### src/rtl/a2600_bs_pkg.sv
// Shared constants for the Atari 2600 bank-switch detector.
//   - 5-bit mapper codes understood by the cart loader (BS_*)
//   - image size constants in bytes (SZ_*)
//   - bs_hit_t: one bit per opcode-signature family
package a2600_bs_pkg;

  localparam logic [4:0] BS_NONE = 5'd0;
  localparam logic [4:0] BS_F8   = 5'd1;
  localparam logic [4:0] BS_F6   = 5'd2;
  localparam logic [4:0] BS_FE   = 5'd3;
  localparam logic [4:0] BS_E0   = 5'd4;
  localparam logic [4:0] BS_3F   = 5'd5;
  localparam logic [4:0] BS_F4   = 5'd6;
  localparam logic [4:0] BS_P2   = 5'd7;
  localparam logic [4:0] BS_FA   = 5'd8;
  localparam logic [4:0] BS_CV   = 5'd9;
  localparam logic [4:0] BS_UA   = 5'd11;
  localparam logic [4:0] BS_E7   = 5'd12;
  localparam logic [4:0] BS_F0   = 5'd13;

  localparam logic [31:0] SZ_2K      = 32'd2048;
  localparam logic [31:0] SZ_4K      = 32'd4096;
  localparam logic [31:0] SZ_8K      = 32'd8192;
  localparam logic [31:0] SZ_10K     = 32'd10240;
  localparam logic [31:0] SZ_10K_DPC = 32'd10495;  // DPC image with 255B display data appended
  localparam logic [31:0] SZ_12K     = 32'd12288;
  localparam logic [31:0] SZ_16K     = 32'd16384;
  localparam logic [31:0] SZ_32K     = 32'd32768;
  localparam logic [31:0] SZ_64K     = 32'd65536;

  typedef struct packed {
    logic e0;
    logic e7;
    logic p3f;  // single "85 3F" occurrence, counted by the top
    logic ua;
    logic cv;
    logic fe;
  } bs_hit_t;

  function automatic logic [1:0] sat_inc2(input logic [1:0] c);
    return (c == 2'b11) ? c : c + 2'd1;
  endfunction

endpackage

### src/rtl/bs_sig_match.sv
// Combinational opcode-signature matcher.
//   win  : last four accepted bytes, win[0] newest
//   data : byte being written this cycle (youngest byte of the match window)
//   hit  : per-scheme signature hit for the 5-byte window {win[3..0], data}
module bs_sig_match
  import a2600_bs_pkg::*;
(
  input  logic [3:0][7:0] win,
  input  logic [7:0]      data,
  output bs_hit_t         hit
);

  logic [15:0] t2;
  logic [23:0] t3;
  logic [39:0] t5;

  assign t2 = {win[0], data};
  assign t3 = {win[1], win[0], data};
  assign t5 = {win[3], win[2], win[1], win[0], data};

  always_comb begin
    hit     = '0;
    hit.e0  = t3 inside {24'h8DE01F, 24'h8DE05F, 24'h8DE9FF,
                         24'hADE9FF, 24'hADEDFF, 24'hADF3BF};
    hit.e7  = t3 inside {24'hADE2FF, 24'hADE5FF, 24'hADE51F, 24'hADE71F,
                         24'h0CE71F, 24'h8DE7FF, 24'h8DE71F};
    hit.p3f = (t2 == 16'h853F);
    hit.ua  = t3 inside {24'h8D4002, 24'hAD4002, 24'hBD1F02};
    hit.cv  = t3 inside {24'h9DFFF3, 24'h9900F4};
    hit.fe  = t5 inside {40'h2000D0C6C5, 40'h20C3F8A582,
                         40'hD0FB2073FE, 40'h2000F084D6};
  end

endmodule

### src/rtl/detect2600.sv
// Atari 2600 cartridge bank-switch scheme detector.
// Snoops the cart download stream, keeps sticky signature flags and a
// SuperChip tracker, and combines them with the image size into a mapper code.
//   clk_sys   : system clock
//   reset     : synchronous active-high clear of all detection state
//   addr      : byte address of the current download byte
//   enable    : download write strobe, byte valid
//   data      : ROM byte at addr
//   cart_size : image size in bytes, driven by the loader
//   force_bs  : detected mapper code (combinational from flags + cart_size)
//   sc        : SuperChip (128B extra RAM) present
module detect2600
  import a2600_bs_pkg::*;
(
  input  logic        clk_sys,
  input  logic        reset,
  input  logic [15:0] addr,
  input  logic        enable,
  input  logic [7:0]  data,
  input  logic [31:0] cart_size,
  output logic [4:0]  force_bs,
  output logic        sc
);

  // Four stored bytes plus the incoming byte form the 5-byte match window.
  logic [3:0][7:0] win;
  logic [7:0]      first_byte;
  logic            e0_f, e7_f, ua_f, cv_f, fe_f;
  logic [1:0]      cnt3f;
  logic            sc_eq;
  logic            seen255;
  bs_hit_t         hit;

  logic f3f;
  logic restart;

  assign f3f     = cnt3f[1];  // count >= 2
  assign restart = enable && (addr == 16'd0);

  bs_sig_match u_match (
    .win  (win),
    .data (data),
    .hit  (hit)
  );

  always_ff @(posedge clk_sys) begin
    if (reset) begin
      win        <= '0;
      first_byte <= '0;
      e0_f       <= 1'b0;
      e7_f       <= 1'b0;
      ua_f       <= 1'b0;
      cv_f       <= 1'b0;
      fe_f       <= 1'b0;
      cnt3f      <= '0;
      sc_eq      <= 1'b1;
      seen255    <= 1'b0;
    end else if (restart) begin
      // New image: the window before this byte is discarded, so nothing
      // can match across the boundary.
      win        <= {24'h0, data};
      first_byte <= data;
      e0_f       <= 1'b0;
      e7_f       <= 1'b0;
      ua_f       <= 1'b0;
      cv_f       <= 1'b0;
      fe_f       <= 1'b0;
      cnt3f      <= '0;
      sc_eq      <= 1'b1;
      seen255    <= 1'b0;
    end else if (enable) begin
      win  <= {win[2:0], data};
      e0_f <= e0_f | hit.e0;
      e7_f <= e7_f | hit.e7;
      ua_f <= ua_f | hit.ua;
      cv_f <= cv_f | hit.cv;
      fe_f <= fe_f | hit.fe;
      if (hit.p3f) cnt3f <= sat_inc2(cnt3f);
      // SuperChip images mirror the RAM write area: first 256 bytes identical.
      if (addr <= 16'd255) sc_eq <= sc_eq & (data == first_byte);
      if (addr == 16'd255) seen255 <= 1'b1;
    end
  end

  assign sc = sc_eq && seen255 &&
              ((cart_size == SZ_8K) || (cart_size == SZ_16K) || (cart_size == SZ_32K));

  always_comb begin
    force_bs = BS_NONE;
    if (cart_size == SZ_2K && cv_f) begin
      force_bs = BS_CV;
    end else if (cart_size <= SZ_4K) begin
      force_bs = BS_NONE;
    end else begin
      case (cart_size)
        SZ_8K: begin
          if      (e0_f) force_bs = BS_E0;
          else if (f3f)  force_bs = BS_3F;
          else if (ua_f) force_bs = BS_UA;
          else if (fe_f) force_bs = BS_FE;
          else           force_bs = BS_F8;
        end
        SZ_10K, SZ_10K_DPC: force_bs = BS_P2;
        SZ_12K:             force_bs = BS_FA;
        SZ_16K: begin
          if      (e7_f) force_bs = BS_E7;
          else if (f3f)  force_bs = BS_3F;
          else           force_bs = BS_F6;
        end
        SZ_32K:  force_bs = f3f ? BS_3F : BS_F4;
        SZ_64K:  force_bs = f3f ? BS_3F : BS_F0;
        default: force_bs = f3f ? BS_3F : BS_NONE;
      endcase
    end
  end

endmodule

### config.mk
export PLATFORM = sky130hd
export DESIGN_NAME = detect2600
export DESIGN_NICKNAME = d
export VERILOG_FILES = /design/src/rtl/a2600_bs_pkg.sv /design/src/rtl/bs_sig_match.sv /design/src/rtl/detect2600.sv
export SDC_FILE = /design/constraint.sdc
export NUM_CORES = 1
export LEC_CHECK = 0
export CAP_MARGIN = 15
export CORE_UTILIZATION = 45
export CTS_CLUSTER_DIAMETER = 120
export DETAILED_ROUTE_END_ITERATION = 7
export GPL_ROUTABILITY_DRIVEN = 0
export PLACE_DENSITY = 0.83
export SLEW_MARGIN = 0
export SYNTH_ARGS = -nofsm -noshare
export SYNTH_HDL_FRONTEND = slang
export SYNTH_HIERARCHICAL = 1
export SYNTH_SLANG_ARGS = --single-unit
### constraint.sdc
create_clock -name clk_sys -period 5.2 [get_ports clk_sys]
set_input_delay 1.04 -clock clk_sys [delete_from_list [all_inputs] [get_ports clk_sys]]
set_output_delay 1.04 -clock clk_sys [all_outputs]
set_load 0.005 [all_outputs]
Word-level counts from Yosys, hierarchy flattened --
Cells that the tools add are included.
Storage, ports and cells: register bits after elaboration 49, output and inout bits 6, memories kept 0, bits in writable memories 0, bits in latches 0, ROM bits 0, input port bits 59
Operators by class: div/mod/pow operators 0, shifts and indexed selects 0, eq/ne operators 34, mux-type cells 14, bitwise logic cells 7, order comparisons 2, add/subtract/negate cells 1, reduce and logical (&&, ||, !) cells 18, $mul 0
Operators by type and width (number):
- $eq A24 B24 Y1 const B | 17
- $eq A32 B14 Y1 const B | 4
- $eq A40 B38 Y1 const B | 3
- $eq A40 B40 Y1 const B | 1
- $eq A32 B12 Y1 const B | 1
- $eq A32 B15 Y1 const B | 1
- $eq A32 B16 Y1 const B | 1
- $eq A32 B17 Y1 const B | 1
- $le A32 B13 Y1 const B | 1
- $pmux W5 S6 | 1
- $eq A24 B20 Y1 const B | 1
- $mux W4 | 5
- $eq A16 B16 Y1 const B | 1
- $eq A16 B8 Y1 const B | 1
- $le A16 B8 Y1 const B | 1
- $logic_not A16 Y1 | 1
- $mux W8 | 2
- $mux W5 | 2
- $eq A8 B8 Y1 | 1
- $reduce_bool A7 Y1 | 1
- $mux W3 | 2
- $reduce_bool A6 Y1 | 1
- $or A1 B1 Y1 | 5
- $logic_and A1 B1 Y1 | 4
- other kinds (12) | 17

Depth between registers and ports, before layout --
word-level depth 7, mapped depth 8, gate-level depth less buffers 7

Cells and area by module --
Netlist, hierarchy kept.
Modules (own cells, without submodules):
- detect2600 | seq. area each 980.9 µm², instances 1, cells each 253, area an instance 2245.9 µm²
- bs_sig_match | seq. area each 0.0 µm², instances 1, cells each 90, area an instance 609.3 µm²

Least setup slack after synthesis --
OpenSTA, ideal clock, no wires.
path type input to output, start input port cart_size[24], end output port force_bs[0], buffers on the path 0, required time 4.160 ns, cell stages on the path 5, path slack 1.292 ns, data arrival time 2.868 ns, cell sequence or4_4 nor4_4 nand4_1 a311o_1 o32a_1
Between the ends: longest elaborated chain between the ends 5, elaborated cells on any way between the ends 14
RTL lines:
- from (decl) | RTL line detect2600.sv:20 | input logic [31:0] cart_size,
- parallel branches: the longest is 4 deep, another holds $le A32 B13 Y1
- $mux W5 * | RTL line detect2600.sv:90 | if (cart_size == SZ_2K && cv_f) begin
- to (decl) | RTL line detect2600.sv:21 | output logic [4:0] force_bs,
Every way passes the cells marked *.

Worst setup path in the final report --
Same ends and word-level chain as after synthesis.

==> results.cfg <==
[worst_hold_path]
holdPathEnd = seen255
hold_path_class = flip-flop to flip-flop
hold_start = seen255
holdPathStages = 2

[critical_path]
worst_setup_path_start_kind = input pin
cp_data_required_time_ns = 4.16
ff2ff_path_depth = 5
worstPathArrival_ns = 3.86
critPathKind = input pin to primary output
reg2reg_from = win[0]
r2r-end = cv_f
r2r_slack_ns = 3.19
cp_max_fo = 10
critical_path.endpoint_type = primary output

[floorplan]
die-area_sq_um = 6670
core_sq_um = 6030
boundaryPins = 65
placement_rows = 28
die_h_um = 81.7
initial_core_util_pct = 47.4
die_width_um = 81.7

[routing]
avgRoutedWirePerCell_um = 15.9
vias_per_cell = 6.15
num_vias = 2927
ant_nets = 0
dr.pass1.iters = 6
drt_iter0_drc = 199
route.detailed.drc = 0
wl_mm = 7.58

[yosys]
syn_area_sq_um = 2860
yosysUniqueCellTypes = 55
postSynthCellCount = 343
ys_seq_elements = 49
avgSynthCellArea_sq_um = 8.32
synth-main-ff-cell = dfxtp_1
synth-edff-count = 0
ys_seq_area_share_pct = 34.4
ys_warn_count = 6
synthArstFlopShare_pct = 0
syn_nets = 403

[clocking]
cts_hold_buf = 0
htreeDepth = 2
numCtsBuffers = 5
cts.repair.resized = 0
cts_setup_buffers = 0
clk_pin_slew_ns = 0.08
cts.sinks = 49
cts_tree = yes
cts-root-buf = clkbuf_8
clock_latency_ns = 0.30
clk_path_buf_depth = 2

[timing]
setup_slack_ns = 0.299
skew_ns = 0.00572
maxSlewHeadroom_pct = 59.0
setup_tns_ns = 0
whs_ns = 0.474
slew_viol_final = 0
finalCritPeriodShare_pct = 94.2
finalCriticalPeriod_ns = 4.90
rsz0062_at_grt = false
setup_viol = 0
hold_viol = 0
max_freq_ghz = 0.204
worst_pin_slew_ns = 0.615

[place]
placed_cells = 469
dpl_worst_slack_ns = 0.308
dp_hpwl_mm = 5.39
numPortBuffers = 63

[finish]
fin_cells = 476
regArea_sq_um = 981
final_common_cell = nor2_1
area_delta_synth_final_pct = 26.8
nNetsFinal = 461
mostFrequentLayoutCells = 63 x nor2_1, 62 x clkdlybuf4s50_1, 49 x dfxtp_1
nFillCells = 548
layout-drive-gt1-share_pct = 5.49
final_util_pct = 60.1
antenna_cells = 0
multiInputGateArea_sq_um = 1810

[outcome]
status = finished clean

[global_routing]
globalRoute.totalOverflow = 0
grt_pass1_vias = 2617
grt_max_degree = 39
grt_use_total_pct = 23.3
grt_pass1_wl_mm = 12.1
antenna_found_initial = 0

[pwr]
ir_worst_vdd_uv = 236
power_density_nw_per_um2 = 204
p_leak_nw = 1.27

[flow_run]
drv_cap = 0
registers in the layout, indices dropped and copies added, names as in the netlist:
signal / flops
cnt3f: 2
cv_f: 1
e0_f: 1
e7_f: 1
fe_f: 1
first_byte: 8
sc_eq: 1
seen255: 1
ua_f: 1
win: 32
final cells by class:
type / instances / share of cell area, %
inverters: 4 / 0.415
well taps: 75 / 2.59
flip-flops and latches: 49 / 27.1
multi-input cells: 277 / 49.9
clock buffers: 6 / 2.28
repair buffers: 64 / 17.5
clock inverters: 1 / 0.207
how the worst max path moves through the flow:
stage / from / to / slack (ns) / depth (start not counted)
floorplan: cart_size[24] / force_bs[0] / 1.29 / 5
global placement: cart_size[24] / force_bs[0] / 0.37 / 7
detailed placement: cart_size[24] / force_bs[0] / 0.31 / 7
CTS: cart_size[24] / force_bs[0] / 0.29 / 7
global route: cart_size[20] / force_bs[0] / 0.16 / 7
finish: cart_size[24] / force_bs[0] / 0.30 / 7
routing by layer:
| layer | part of all wire [%] | global-route usage, % | vias to the layer above | wire length, um |
|---|---|---|---|---|
| met5 | 0 | 0 | - | 0 |
| met3 | 7.5 | 3.78 | 29 | 570 |
| met2 | 48 | 40.7 | 137 | 3640 |
| li1 | - | - | 1406 | - |
| met4 | 2.2 | 8.60 | 0 | 170 |
| met1 | 42 | 28.5 | 1355 | 3200 |
metrics by stage:
step | power (mW) | cell area (sq um)
floorplan | 0.449 | 2860
CTS | 0.740 | 3620
global route | 0.765 | 3620
finish | 0.738 | 3620
global placement | 0.514 | 3530
detailed placement | 0.516 | 3530
power by group:
group | internal [mW] | leakage (nW) | switching [mW]
Combinational | 0.0626 | 0.831 | 0.0482
Clock | 0.105 | 0.0433 | 0.124
Sequential | 0.382 | 0.397 | 0.0165
Yosys cell counts (4+ instances only):
library cell / n / share of area [%]
nor4_1: 13 / 2.8
a21oi_1: 17 / 3.0
inv_1: 4 / 0.53
dfxtp_1: 49 / 34
nand3_1: 5 / 0.88
or4_1: 7 / 1.8
nor3_1: 9 / 1.6
nor4b_1: 7 / 2.1
clkbuf_1: 9 / 1.2
o21ai_0: 12 / 2.1
mux2i_1: 33 / 12
xnor2_1: 9 / 2.8
nor2_1: 63 / 8.3
nand2b_1: 7 / 1.5
nand4_1: 20 / 4.4
nand2_1: 22 / 2.9
critical path, cell delays in order:
cell             delay (ns)
clkdlybuf4s50_1        0.41
or4_4                  0.54
nor4_4                 0.48
nand3_1                0.21
a311o_1                0.37
o32a_1                 0.36
clkdlybuf4s50_1        0.45
cell families after synthesis:
kind of cell | Yosys count | synth area share, %
adders and majority gates | 1 | 0.438
muxes | 33 | 11.6
and+or+nand+nor | 184 | 37.3
other | 1 | 0.131
xor gates and xnor gates | 10 | 3.07
DFF | 49 | 34.4
AOI/OAI and AO/OA | 48 | 10.7
buffers and inverters | 17 | 2.37
(Power assumes the default switching activity.)
